## config.mk

```make
export PLATFORM = sky130hd
export DESIGN_NAME = rca_share_arbiter
export DESIGN_NICKNAME = d
export VERILOG_FILES = /design/src/rtl/rca_share_arbiter.sv
export SDC_FILE = /design/constraint.sdc
export NUM_CORES = 1
export LEC_CHECK = 0
export ABC_AREA = 1
export CAP_MARGIN = 5
export CORE_MARGIN = 8
export CORE_UTILIZATION = 45
export CTS_CLUSTER_DIAMETER = 150
export DETAILED_ROUTE_END_ITERATION = 8
export GPL_ROUTABILITY_DRIVEN = 0
export GPL_TIMING_DRIVEN = 0
export PLACE_DENSITY = 0.85
export SLEW_MARGIN = 20
export SYNTH_ARGS = -nofsm -noshare
export SYNTH_HDL_FRONTEND = slang
export SYNTH_SLANG_ARGS = --single-unit
export TNS_END_PERCENT = 50
```

## constraint.sdc

```tcl
create_clock -name clk -period 9.3 [get_ports clk]
set_clock_uncertainty 0.2 [all_clocks]
set_input_delay 0.93 -clock clk [delete_from_list [all_inputs] [get_ports clk]]
set_output_delay 0.93 -clock clk [all_outputs]
set_load 0.02 [all_outputs]
```

## src/rtl/rca_share_arbiter.sv

```systemverilog
// One exact 8-bit ripple-carry adder shared by N_REQ requesters behind a round-robin arbiter.
// Define ARB_FIXED_PRIO_EN to get fixed lowest-index-wins priority and drop the rr_ptr state.

module rca_share_arbiter_rca8 (
    input  logic [7:0] a_i,
    input  logic [7:0] b_i,
    output logic [8:0] sum_o
);
    logic [8:0] carry;
    logic [7:0] bit_sum;

    assign carry[0] = 1'b0;

    for (genvar i = 0; i < 8; i++) begin : g_fa
        assign bit_sum[i]  = a_i[i] ^ b_i[i] ^ carry[i];
        assign carry[i+1]  = (a_i[i] & b_i[i]) | (carry[i] & (a_i[i] ^ b_i[i]));
    end

    assign sum_o = {carry[8], bit_sum};
endmodule

module rca_share_arbiter #(
    parameter int N_REQ = 4,
    parameter int ID_W  = 2
) (
    input  logic               clk,
    input  logic               rst,
    input  logic [N_REQ-1:0]   req_valid,
    output logic [N_REQ-1:0]   req_ready,
    input  logic [8*N_REQ-1:0] req_a,
    input  logic [8*N_REQ-1:0] req_b,
    output logic               res_valid,
    input  logic               res_ready,
    output logic [8:0]         res_sum,
    output logic [ID_W-1:0]    res_id,
    output logic               busy
);
    typedef enum logic [1:0] {IDLE, CALC, RESP} state_t;

    state_t            state_q, state_d;
    logic [7:0]        opa_q, opa_d;
    logic [7:0]        opb_q, opb_d;
    logic [8:0]        res_sum_q, res_sum_d;
    logic [ID_W-1:0]   res_id_q, res_id_d;
`ifndef ARB_FIXED_PRIO_EN
    logic [ID_W-1:0]   rr_ptr_q, rr_ptr_d;
`endif

    logic              grant_vld;
    logic [ID_W-1:0]   grant_idx;
    logic [7:0]        sel_a;
    logic [7:0]        sel_b;
    logic [8:0]        add_sum;

    rca_share_arbiter_rca8 u_rca (
        .a_i   (opa_q),
        .b_i   (opb_q),
        .sum_o (add_sum)
    );

    // First valid requester found walking upward from the search start, wrapping.
    always_comb begin
        int unsigned idx;
        grant_vld = 1'b0;
        grant_idx = '0;
        idx       = 0;
        for (int unsigned k = 0; k < N_REQ; k++) begin
`ifdef ARB_FIXED_PRIO_EN
            idx = k;
`else
            idx = (32'(rr_ptr_q) + k) % N_REQ;
`endif
            if (!grant_vld && req_valid[ID_W'(idx)]) begin
                grant_vld = 1'b1;
                grant_idx = ID_W'(idx);
            end
        end
    end

    always_comb begin
        sel_a     = '0;
        sel_b     = '0;
        req_ready = '0;
        for (int unsigned k = 0; k < N_REQ; k++) begin
            if (grant_idx == ID_W'(k)) begin
                sel_a = req_a[8*k +: 8];
                sel_b = req_b[8*k +: 8];
                // Grant is withheld while rst is high so no handshake is seen during reset.
                req_ready[k] = (state_q == IDLE) && grant_vld && !rst;
            end
        end
    end

    always_comb begin
        state_d   = state_q;
        opa_d     = opa_q;
        opb_d     = opb_q;
        res_sum_d = res_sum_q;
        res_id_d  = res_id_q;
`ifndef ARB_FIXED_PRIO_EN
        rr_ptr_d  = rr_ptr_q;
`endif
        case (state_q)
            IDLE: begin
                if (grant_vld) begin
                    opa_d    = sel_a;
                    opb_d    = sel_b;
                    res_id_d = grant_idx;
                    state_d  = CALC;
                end
            end
            CALC: begin
                res_sum_d = add_sum;
                state_d   = RESP;
            end
            RESP: begin
                if (res_ready) begin
`ifndef ARB_FIXED_PRIO_EN
                    rr_ptr_d = ID_W'((32'(res_id_q) + 1) % N_REQ);
`endif
                    state_d  = IDLE;
                end
            end
            default: state_d = IDLE;
        endcase
    end

    always_ff @(posedge clk) begin
        if (rst) begin
            state_q   <= IDLE;
            opa_q     <= '0;
            opb_q     <= '0;
            res_sum_q <= '0;
            res_id_q  <= '0;
`ifndef ARB_FIXED_PRIO_EN
            rr_ptr_q  <= '0;
`endif
        end else begin
            state_q   <= state_d;
            opa_q     <= opa_d;
            opb_q     <= opb_d;
            res_sum_q <= res_sum_d;
            res_id_q  <= res_id_d;
`ifndef ARB_FIXED_PRIO_EN
            rr_ptr_q  <= rr_ptr_d;
`endif
        end
    end

    assign res_valid = (state_q == RESP);
    assign busy      = (state_q != IDLE);
    assign res_sum   = res_sum_q;
    assign res_id    = res_id_q;
endmodule

```

Yosys cells after proc, flatten, opt, wreduce, memory -nomap -nowiden

Cells that the tools add are included.
Widths: inputs -> output; s select.

$add $sub $neg: 4
$lt $le $gt $ge: 4
Equal/unequal tests: 7
Muxes and demuxes: 31
Bitwise logic cells: 37
Reductions and logical operators: 15

Operators by type and width:

| kind                | number |
|---|---|
| $mux 8              | 8 |
| $and 1x1->1         | 15 |
| $xor 1x1->1         | 15 |
| $lt 2x3->1 const B  | 4 |
| $mux 1              | 12 |
| $mux 2              | 6 |
| $bmux 1 s2          | 4 |
| $or 1x1->1          | 7 |
| $eq 2x2->1 const B  | 3 |
| $pmux 2 s3          | 1 |
| $reduce_and 2->1    | 3 |
| $logic_and 1x1->1   | 5 |
| $add 2x1->2 const B | 2 |
| $add 2x2->2 const B | 2 |
| $eq 2x1->1 const B  | 2 |
| $logic_not 1->1     | 4 |
| $logic_not 2->1     | 2 |
| $ne 2x1->1 const B  | 1 |
| $ne 2x2->1 const B  | 1 |
| $reduce_bool 2->1   | 1 |

Register bits: 31
Bits of input ports: 71
Logic and storage cells: 104

Logic depth before layout (Yosys ltp)

Depth in word-level cells: 17
Depth in mapped cells: 16

Hierarchy

A second synthesis with hierarchy kept.

Cell total of the unflattened synthesis: 340
Area, all modules: 2,172.1 µm²

By module, submodules not included:

| module                 | instances | cells an instance | area an instance (µm²) |
|---|---|---|---|
| rca_share_arbiter      | 1         | 322               | 1,981.9 |
| rca_share_arbiter_rca8 | 1         | 18                | 190.2 |

Least setup slack after synthesis

Ideal clock, no wire load.

Path kind: reg-to-reg
From: register opa_q[0]
To: register res_sum_q[7], in the netlist res_sum[7]
Arrival time: 3,142 ps
Required time: 9,030 ps
Setup slack: 5,888 ps
Cell stages (with the launch flop): 13
Buffers on the path: 0
Period minus slack after synthesis: 3,412 ps
Path through: dfxtp_1 -> ha_1 -> inv_1 -> fa_1 -> inv_1 -> fa_1 -> fa_1 -> fa_1 -> fa_1 -> fa_1 -> inv_1 -> fa_1 -> a21oi_1

Word-level cells in the longest chain between the ends: 14

Ends and longest elaborated chain:

| item                     | line | text |
|---|---|---|
| start, declared          | 41   | `logic [7:0] opa_q, opa_d;` |
| start signal, assigned   | 140  | `opa_q <= opa_d;` |
| $and 1x1->1 (2 in a row) | 16   | `assign carry[i+1] = (a_i[i] & b_i[i]) \| (carry[i] & (a_i[i] ^ b_i[i]));` |
| $or 1x1->1               | 16   |  |
| $and 1x1->1              | 16   |  |
| $or 1x1->1               | 16   |  |
| $and 1x1->1              | 16   |  |
| $or 1x1->1               | 16   |  |
| $and 1x1->1              | 16   |  |
| $or 1x1->1               | 16   |  |
| $and 1x1->1              | 16   |  |
| $or 1x1->1               | 16   |  |
| $and 1x1->1              | 16   |  |
| $or 1x1->1               | 16   |  |
| $xor 1x1->1              | 15   | `assign bit_sum[i] = a_i[i] ^ b_i[i] ^ carry[i];` |
| end signal, assigned     | 142  | `res_sum_q <= res_sum_d;` |
| end, declared            | 43   | `logic [8:0] res_sum_q, res_sum_d;` |

No other way between the ends.
A chain may end at the register's enable or synchronous reset.

Worst setup path after layout

From: input port req_valid[0]
To: output port req_ready[1]

Word-level cells in the longest chain between the ends: 15
Elaborated cells between the ends (all ways): 26
Those cells by class: eq/ne (1); mux (17); reduce/logical (8)

Ends and longest elaborated chain:

| item                           | line | text |
|---|---|---|
| start, declared                | 28   | `input logic [N_REQ-1:0] req_valid,` |
| $bmux 1 s2                     | 73   | `if (!grant_vld && req_valid[ID_W'(idx)]) begin` |
| $mux 1 (not written as such)   | 73   |  |
| $mux 1                         | 73   |  |
| $logic_not 1->1                | 73   |  |
| $logic_and 1x1->1              | 73   |  |
| $mux 1                         | 73   |  |
| $logic_not 1->1                | 73   |  |
| $logic_and 1x1->1              | 73   |  |
| $mux 1                         | 73   |  |
| $logic_not 1->1                | 73   |  |
| $logic_and 1x1->1              | 73   |  |
| $mux 1                         | 73   |  |
| $logic_and 1x1->1 (2 in a row) | 89   | `req_ready[k] = (state_q == IDLE) && grant_vld && !rst;` |
| $mux 1 (*)                     | 85   | `if (grant_idx == ID_W'(k)) begin` |
| end, declared                  | 29   | `output logic [N_REQ-1:0] req_ready,` |

Mark *: on every way between the ends. The rest lies on a longest branch, timed or not. The select of a mux whose other input is x is not followed.

==> qor.yml <==
timing:
  tns_ns: 0
  hold_ws_ns: 0.274
  worstMarginPinSlew_ns: 0.434
  max_freq_mhz: 229
  rsz0062_at_grt: "no"
  relSlewSlack_pct: 71.1
  fin_crit_sh_pct: 47.0
  hold_viol: 0
  period_minus_slack_ns: 4.37
  slew_viol_final: 0
  setup_viol: 0
cts:
  post_cts_buffers: 0
  path_clk_slew_ns: 0.06
  cts_tree: "built"
  post_cts_resized: 0
  clock_sinks: 31
  clockBufferDepth: 2
  htreeDepth: 2
  root_buffer: "clkbuf_8"
  postCtsHoldBufs: 0
  clock_latency_ns: 0.27
  numCtsBuffers: 5
placed_design:
  portBuffers: 87
  placed_cell_area_um2: 3090
  hpwl_um: 5070
route:
  drt-pass1-iter-count: 4
  drc_errors: 0
  via_per_inst: 4.98
  wl_per_cell_um: 12.8
  drt-initial-drc-count: 66
  dr_total_vias: 2377
  final_antenna_net_count: 0
  routed_wl_um: 6100
layout:
  seqCellArea_um2: 621
  fin_area_um2: 3160
  finalNetCount: 503
  drive_above_1_share_pct: 9.46
  antenna_cells: 0
  layout-area-overhead-vs-synth_pct: 47.0
  fillers: 411
  multi_input_area_um2: 1290
pwr:
  vdd_drop_max_uv: 73.2
  powerDensity_nw_per_um2: 162
  power_leakage_nw: 1.43
setup_path:
  arrival_ns: 3.24
  crit_fanout: 10
  worst_setup_path_end_kind: "output pin"
  reg2reg_to: "res_sum[7]"
  r2r-start: "opa_q[0]"
  critical_path_class: "primary input to output pin"
  required_ns: 8.17
  worst-r2r-cell-count: 12
  r2r_slack_ns: 5.69
  critPathLaunchType: "primary input"
synthesis:
  synth_warnings: 0
  syn_avg_cell_area_um2: 6.51
  seq_area_frac_synth_pct: 28.9
  synth_fp_nets: 409
  netlist_area_um2: 2150
  ys_ff_latch: 31
  synth_cells: 330
  synth.distinct_cells: 28
global_routing:
  grt_use_total_pct: 17.0
  grt_max_degree: 11
  grt_pass1_vias: 2421
  grt_pass1_wl_um: 10400
  grt.overflow.total: 0
  antenna_found_initial: 0
die:
  initial_core_util_pct: 46.1
  dieWidth_um: 85.1
  core_um2: 4660
  num_rows: 25
  die_y_um: 85.1
  die_area_um2: 7240
  ios: 88
worst_hold_path:
  whs_endpoint: "opb_q[7]"
  min_path_cells: 2
  hold_path.class: "flip-flop to flip-flop"
  min_from: "opb_q[7]"
outcome:
  status: "finished, final reports clean"
run:
  cap_violations: 0
## where the power goes
part | internal [mW] | switching [mW] | leakage (nW) | total, mW
sequential | 0.158 | 0.0169 | 0.256 | 0.175
clock | 0.0496 | 0.0409 | 0.0371 | 0.0905
combinational | 0.111 | 0.137 | 1.13 | 0.248
total | 0.318 | 0.195 | 1.43 | 0.513
## state kept, by name, indices dropped and copies added, names as in the netlist
| signal | cells |
|---|---|
| state_q | 2 |
| rr_ptr_q | 2 |
| opb_q | 8 |
| res_id | 2 |
| res_sum | 9 |
| opa_q | 8 |
## final cells by class
cell class / count / share of cell area [%]
Buffer: 13 / 3.52
Clock buffer: 6 / 2.30
Inverter: 35 / 4.16
Multi-Input combinational cell: 251 / 40.7
Sequential cell: 31 / 19.6
Tap cell: 54 / 2.14
Timing Repair Buffer: 87 / 27.6
## Yosys cell counts, drive strengths merged
master  instances  area [um^2]
buf             7         68.8
nand2         106          443
a21oi          17         88.8
dfxtp          31          621
or2             1         6.26
clkbuf          6         42.5
nor2           40          168
inv            35          131
fa              7          140
o21ai          32          164
nor3            1         5.00
a21boi          1         11.3
xor2            1         8.76
nand4           7         43.8
nand3          37          195
ha              1         12.5
## through the flow
stage | cells | worst slack, ns | utilization, % | power, mW
floorplan | 330 | 5.89 | - | 0.333
global placement | 471 | 4.96 | 66.3 | 0.419
detailed placement | 471 | 4.93 | 66.3 | 0.425
CTS | 477 | 4.92 | 67.8 | 0.516
global route | 477 | 4.73 | 67.8 | 0.556
finish | 477 | 4.93 | 67.8 | 0.513
## how the worst max path moves through the flow
stage | cells past startpoint | start | slack (ns) | endpoint
floorplan | 12 | opa_q[0] | 5.89 | res_sum[7]
global placement | 13 | req_valid[0] | 4.96 | req_ready[1]
detailed placement | 13 | req_valid[0] | 4.93 | req_ready[1]
CTS | 13 | req_valid[0] | 4.92 | req_ready[1]
global route | 13 | req_valid[2] | 4.73 | req_ready[1]
finish | 13 | req_valid[0] | 4.93 | req_ready[1]
## worst max-delay path, stage by stage
cell	delay [ns]
clkdlybuf4s50_1	0.48
inv_1	0.05
nand2_1	0.12
nand2_1	0.09
nand2_1	0.06
nand2_1	0.08
nand3_1	0.10
or2_1	0.16
nand2_4	0.10
nor2_1	0.16
inv_1	0.11
nor3_1	0.14
clkdlybuf4s50_1	0.65
## routing by layer
layer  wire length (um)  GRT usage (%)
met2               2990           30.8
met3                454           4.92
met5                  0              0
met4                 69           4.21
met1               2580           18.9
## cells in the final DEF (no fill, tap or decap)
cell	synthesis	layout
nand2_1	94	94
clkdlybuf4s50_1	0	87
nor2_1	37	37
nand3_1	35	35
dfxtp_1	31	31
inv_1	29	29
o21ai_0	26	26
a21oi_1	16	16
nand2_2	9	9
nand4_1	7	7
clkbuf_8	2	7
fa_1	7	7
inv_2	6	6
buf_6	5	5
clkbuf_1	4	5
o21ai_1	5	5
nand2_4	3	3
nand3_2	2	2
nor2_4	2	2
nor2_2	1	1
o21ai_2	1	1
a21boi_2	1	1
or2_1	1	1
nor3_1	1	1
a21oi_2	1	1
buf_2	1	1
buf_4	1	1
xor2_1	1	1
ha_1	1	1
## kinds of logic after synthesis
family          Yosys count  share of synthesized area, %
simple gates            192                          40.0
compound gates           50                          12.3
buf+inv                  48                          11.3
flops                    31                          28.9
fa+ha+maj                 8                          7.10
xor+xnor                  1                         0.408
Power figures use the tool's default switching activity.
